### src/rtl/tt_um_onehot_accum.sv
// rtl/tt_um_onehot_accum.sv - one-hot sample histogram and running total with framed report stream
module tt_um_onehot_accum #(
  parameter int FRAME_LEN = 16,
  parameter int HIST_W    = 8,
  parameter int ACC_W     = 12
) (
  input  logic             clk,
  input  logic             rst_n,
  input  logic             clear,
  input  logic             in_valid,
  input  logic [4:0]       onehot,
  output logic             in_ready,
  output logic             out_valid,
  input  logic             out_ready,
  output logic [2:0]       out_tag,
  output logic [ACC_W-1:0] out_data,
  output logic             err
);

  typedef enum logic {
    ST_ACCUM  = 1'b0,
    ST_REPORT = 1'b1
  } state_t;

  localparam logic [HIST_W-1:0] BIN_MAX    = '1;
  localparam logic [ACC_W-1:0]  ACC_MAX    = '1;
  localparam logic [7:0]        FRAME_LAST = 8'(FRAME_LEN - 1);
  localparam logic [2:0]        TAG_TOTAL  = 3'd5;

  state_t            state_q, state_d;
  logic [HIST_W-1:0] bin_q [5];
  logic [HIST_W-1:0] bin_d [5];
  logic [ACC_W-1:0]  total_q, total_d;
  logic [7:0]        frame_cnt_q, frame_cnt_d;
  logic              err_q, err_d;
  logic [2:0]        out_tag_q, out_tag_d;
  logic [ACC_W-1:0]  out_data_q, out_data_d;
  logic              in_ready_q, in_ready_d;
  logic              out_valid_q, out_valid_d;

  logic              accept;
  logic              onehot_single;
  logic [2:0]        sample_k;
  logic [ACC_W:0]    total_sum;

  // Decode the incoming sample: is it exactly one-hot, and which count does it carry
  always_comb begin
    accept        = in_valid & in_ready_q;
    onehot_single = (onehot != 5'd0) && ((onehot & (onehot - 5'd1)) == 5'd0);
    sample_k      = 3'd0;
    case (onehot)
      5'b00001: sample_k = 3'd0;
      5'b00010: sample_k = 3'd1;
      5'b00100: sample_k = 3'd2;
      5'b01000: sample_k = 3'd3;
      5'b10000: sample_k = 3'd4;
      default:  sample_k = 3'd0;
    endcase
    // One extra bit catches overflow so the total can clamp instead of wrapping
    total_sum = {1'b0, total_q} + {{(ACC_W-2){1'b0}}, sample_k};
  end

  // Next-state logic: accumulate in ACCUM, walk the six report words in REPORT; clear overrides all
  always_comb begin
    state_d     = state_q;
    total_d     = total_q;
    frame_cnt_d = frame_cnt_q;
    err_d       = err_q;
    out_tag_d   = out_tag_q;
    for (int i = 0; i < 5; i++) begin
      bin_d[i] = bin_q[i];
    end

    if (clear) begin
      state_d     = ST_ACCUM;
      total_d     = '0;
      frame_cnt_d = '0;
      err_d       = 1'b0;
      out_tag_d   = 3'd0;
      for (int i = 0; i < 5; i++) begin
        bin_d[i] = '0;
      end
    end else begin
      case (state_q)
        ST_ACCUM: begin
          if (accept) begin
            if (!onehot_single) begin
              // Malformed sample is consumed but never counted
              err_d = 1'b1;
            end else begin
              for (int i = 0; i < 5; i++) begin
                if ((sample_k == 3'(i)) && (bin_q[i] != BIN_MAX)) begin
                  bin_d[i] = bin_q[i] + 1'b1;
                end
              end
              total_d     = total_sum[ACC_W] ? ACC_MAX : total_sum[ACC_W-1:0];
              frame_cnt_d = frame_cnt_q + 8'd1;
              if (frame_cnt_q == FRAME_LAST) begin
                state_d   = ST_REPORT;
                out_tag_d = 3'd0;
              end
            end
          end
        end
        ST_REPORT: begin
          if (out_ready) begin
            if (out_tag_q == TAG_TOTAL) begin
              // Last word taken: start a fresh frame, err stays sticky
              state_d     = ST_ACCUM;
              out_tag_d   = 3'd0;
              total_d     = '0;
              frame_cnt_d = '0;
              for (int i = 0; i < 5; i++) begin
                bin_d[i] = '0;
              end
            end else begin
              out_tag_d = out_tag_q + 3'd1;
            end
          end
        end
        default: state_d = ST_ACCUM;
      endcase
    end
  end

  // Registered outputs derive from the next state so they line up with it after the edge
  always_comb begin
    in_ready_d  = (state_d == ST_ACCUM);
    out_valid_d = (state_d == ST_REPORT);
    out_data_d  = '0;
    if (state_d == ST_REPORT) begin
      case (out_tag_d)
        3'd0:    out_data_d = ACC_W'(bin_d[0]);
        3'd1:    out_data_d = ACC_W'(bin_d[1]);
        3'd2:    out_data_d = ACC_W'(bin_d[2]);
        3'd3:    out_data_d = ACC_W'(bin_d[3]);
        3'd4:    out_data_d = ACC_W'(bin_d[4]);
        3'd5:    out_data_d = total_d;
        default: out_data_d = '0;
      endcase
    end
  end

  // State, counters and registered outputs; asynchronous reset lands in an idle ACCUM
  always_ff @(posedge clk or negedge rst_n) begin
    if (!rst_n) begin
      state_q     <= ST_ACCUM;
      total_q     <= '0;
      frame_cnt_q <= '0;
      err_q       <= 1'b0;
      out_tag_q   <= 3'd0;
      out_data_q  <= '0;
      in_ready_q  <= 1'b1;
      out_valid_q <= 1'b0;
      for (int i = 0; i < 5; i++) begin
        bin_q[i] <= '0;
      end
    end else begin
      state_q     <= state_d;
      total_q     <= total_d;
      frame_cnt_q <= frame_cnt_d;
      err_q       <= err_d;
      out_tag_q   <= out_tag_d;
      out_data_q  <= out_data_d;
      in_ready_q  <= in_ready_d;
      out_valid_q <= out_valid_d;
      for (int i = 0; i < 5; i++) begin
        bin_q[i] <= bin_d[i];
      end
    end
  end

  assign in_ready  = in_ready_q;
  assign out_valid = out_valid_q;
  assign out_tag   = out_tag_q;
  assign out_data  = out_data_q;
  assign err       = err_q;

endmodule

### config.mk
export PLATFORM = sky130hd
export DESIGN_NAME = tt_um_onehot_accum
export DESIGN_NICKNAME = d
export VERILOG_FILES = /design/src/rtl/tt_um_onehot_accum.sv
export SDC_FILE = /design/constraint.sdc
export NUM_CORES = 1
export LEC_CHECK = 0
export CAP_MARGIN = 20
export CELL_PAD_IN_SITES_DETAIL_PLACEMENT = 0
export CELL_PAD_IN_SITES_GLOBAL_PLACEMENT = 1
export CORE_AREA = 2 2 107 109
export DETAILED_ROUTE_END_ITERATION = 16
export DIE_AREA = 0 0 109 111
export DONT_BUFFER_PORTS = 1
export PLACE_DENSITY = 0.78
export RECOVER_POWER = 25
export SYNTH_ARGS = -nofsm -noshare
export SYNTH_HDL_FRONTEND = slang
export SYNTH_SLANG_ARGS = --single-unit
### constraint.sdc
create_clock -name clk -period 3.27 [get_ports clk]
set_clock_uncertainty 0.2 [all_clocks]
set_input_delay 0.4905 -clock clk [delete_from_list [all_inputs] [get_ports clk]]
set_output_delay 0.4905 -clock clk [all_outputs]
set_load 0.05 [all_outputs]
==> qor.yml <==
result_of_the_run: "finished, violations left"
violations: "capacitance limit, slew limit"
nNetsFinal: 572
synth.avg_cell_area_um2: 9.09
cts.root.buffer_cell: "sky130_fd_sc_hd__clkbuf_16"
top_usage_layer: "met2"
total_leakage_power_nw: 2.21
post_synthesis_sequential_area_ratio: 0.407
synth-edff-count: 0
timing.critical_path.to_type: "flip-flop"
setup.reg_to_reg.worst_slack_ns: 0.34
crit_path_start_kind: "input pin"
floorplan.initialDensity: 0.433
yosys.area.top_type_share: 0.402
numCtsBuffers: 9
p_per_cell_area_nw_per_um2: 377
ctsResizeCount: 0
clkTransAtPathRegs_ns: 0.05
drive_above_1_share: 0.137
ys_types: 81
floorplan.io_pins: 28
max-vdd-ir-drop_mv: 0.208
worstPathMaxFanout: 10
slew_viol_final: 79
ys_async_sr_fraction: 1.00
rsz0062_at_grt: "no"
max_slew.worst_pin.slew_ns: 1.98
worstSetupStartpoint: "onehot[3]"
detailroute.via_count: 4266
area_growth_pct: 11.8
rows: 39
synth_cells: 528
synth_top_flop_cell: "sky130_fd_sc_hd__dfrtp_1"
route.antenna.remaining_nets: 0
fp.dieH_um: 111
drt-vias-per-instance: 6.12
grt_remaining_overflow: 0
hold_path_startpoint: "clear"
first_global_vias: 4176
global_route.usage.met3: 0.0570
place.port_buffers: 0
tritoncts_clock_tree: "yes"
hold_path_depth: 1
r2r_cells: 7
cts.htree.levels: 3
placeableCoreArea_um2: 11100
timing.final.crit_share: 0.926
synthTopCellsByArea: "sky130_fd_sc_hd__dfrtp_1, sky130_fd_sc_hd__nand2_1, sky130_fd_sc_hd__nor2_1, sky130_fd_sc_hd__nand3_1, sky130_fd_sc_hd__ha_1"
total_standard_cell_area_after_synthesis_um2: 4800
min_to: "bin_q[11]"
clkSinkCount: 78
cts_buffer_depth: 2
clock_latency_ns: 0.35
antenna_cells: 0
timing.critical_path.arrival_ns: 3.08
timing.final.crit_period_ns: 3.03
post-route-drc-count: 0
wire_per_inst_um: 20.2
finalSetupTns_ns: 0
grt_use_met2: 0.369
grt_max_degree: 79
worst_slew_margin_rel: -0.317
finalNonFillerCells: 697
synth.ff_latch_count: 78
hold_violations: 0
hold_path.class: "in -> reg"
synth.yosys.warnings: 0
globalplace.congestion: 0.940
initial_antenna_violation_count: 0
full_die_area_um2: 12100
hold_buffers: 2
final-setup-viol-count: 0
cts_setup_buffers: 0
detail_route.first_pass.iterations: 5
worst_r2r_endpoint: "out_data[7]"
detailedRoute.firstIterationViolations: 406
gr-usage-all-layers: 0.248
mappedNetlistNets: 548
dpl.cell_count: 682
final_routed_wirelength_mm: 14.1
grt_pass1_wl_mm: 22.7
place.detailed.hpwl_mm: 10.4
fmaxAchievable_mhz: 330
max-cap-violations: 1
grtUsageMet1: 0.347
regToRegStartpoint: "frame_cnt_q[5]"
required_ns: 3.32
path_class: "in -> reg"
filler_instances: 1037
netlist.top_cell.by_area: "sky130_fd_sc_hd__dfrtp_1"
die_w_um: 109
power by group:
part	switching, mW	leakage [nW]	total (mW)	internal [mW]
clock network	0.388	0.133	0.928	0.540
registers	0.00987	1.08	0.981	0.971
logic	0.0770	0.996	0.111	0.0336
total	0.475	2.21	2.02	1.54
cell usage after synthesis, drive strengths merged (3+ instances only):
master,n
o311ai,4
clkbuf,6
inv,9
o2bb2ai,3
or2,5
or3,6
nand4,17
nand3b,3
o41ai,4
mux2,10
dfrtp,77
and3,14
o211ai,10
o21a,5
a211oi,3
o2111ai,3
o31ai,9
nor4,4
nand2b,5
nor3,17
a21oi,21
nand2,70
ha,9
and4,5
nor4b,4
xnor2,7
buf,10
and2,15
o21ai,20
a22oi,9
mux2i,8
nand3,31
or4,5
a21o,4
xor2,6
a31oi,7
nor2,50
stage by stage:
stage                      util  worst slack, ns  power, mW  hold WS [ns]  instance area (um^2)
final                     0.484            0.243       2.02        0.0190                  5360
after global routing      0.484            0.100       2.08       0.00748                  5360
after CTS                 0.486            0.345       2.04       0.00177                  5390
after detailed placement  0.459           0.0194       1.09      -0.00179                  5080
after global placement    0.459            0.133       1.09      -0.00177                  5080
after floorplan               -            0.130       1.06      -0.00509                  4800
registers in the layout (all words and copies together), names as in the netlist:
register / cells
bin_q: 40
err: 1
frame_cnt_q: 8
in_ready: 1
out_data: 12
out_tag: 3
out_valid: 1
total_q: 12
cell type report:
| type | count | area [um^2] | share of cell area |
|---|---|---|---|
| flip-flops and latches | 78 | 1950 | 0.364 |
| well taps | 143 | 179 | 0.0334 |
| clock buffers | 11 | 253 | 0.0471 |
| multi-input cells | 424 | 2710 | 0.506 |
| repair buffers | 29 | 218 | 0.0406 |
| clock inverters | 2 | 10.0 | 0.00187 |
| inverters | 10 | 37.5 | 0.00700 |
logic make-up after synthesis:
group,after synthesis,synth area share
adders and majority gates,10,0.0276
buffers and inverters,26,0.0274
DFF,78,0.407
AOI/OAI and AO/OA,121,0.189
and+or+nand+nor,262,0.285
xor gates and xnor gates,13,0.0237
muxes,18,0.0402
worst max path at each step:
stage | to | slack [ns]
finish | out_data[1] | 0.24
global route | out_data[0] | 0.10
CTS | out_data[1] | 0.34
detailed placement | out_data[1] | 0.02
global placement | out_data[1] | 0.13
floorplan | out_data[10] | 0.13
worst max-delay path, stage by stage:
cell and delay, ns:
sky130_fd_sc_hd__xnor2_1 0.10, sky130_fd_sc_hd__nor4_1 0.29, sky130_fd_sc_hd__ha_1 0.28, sky130_fd_sc_hd__fa_1 0.23
sky130_fd_sc_hd__a21oi_1 0.09, sky130_fd_sc_hd__or3b_2 0.51, sky130_fd_sc_hd__nor2_1 0.25, sky130_fd_sc_hd__buf_4 0.20
sky130_fd_sc_hd__nor2_1 0.05, sky130_fd_sc_hd__o2bb2ai_1 0.24, sky130_fd_sc_hd__a22oi_1 0.13, sky130_fd_sc_hd__a41oi_1 0.22
cell usage in the layout (no fill, tap or decap), types with 9 or more instances in the layout:
cell type                   synthesis  layout
sky130_fd_sc_hd__clkbuf_16          0       9
sky130_fd_sc_hd__mux2_2            10      10
sky130_fd_sc_hd__a22oi_1            9       9
sky130_fd_sc_hd__o21ai_0           18      18
sky130_fd_sc_hd__ha_1               9       9
sky130_fd_sc_hd__buf_4              2      27
sky130_fd_sc_hd__dfrtp_1           77      77
sky130_fd_sc_hd__nand2_1           70      70
sky130_fd_sc_hd__a21oi_1           20      20
sky130_fd_sc_hd__inv_1              9       9
sky130_fd_sc_hd__o211ai_1          10      10
sky130_fd_sc_hd__nor2_1            47      47
sky130_fd_sc_hd__and3_1            13      13
sky130_fd_sc_hd__nand3_1           31      31
sky130_fd_sc_hd__nor3_1            15      15
sky130_fd_sc_hd__and2_1            15      15
sky130_fd_sc_hd__nand4_1           17      17
layer usage:
layer  up-vias  part of all wire
met2       123              0.45
met4         0             0.024
met3        25             0.063
met1      2093              0.46
met5         -                 0
li1       2025                 -
No activity file was read; power rests on OpenSTA's default activity.
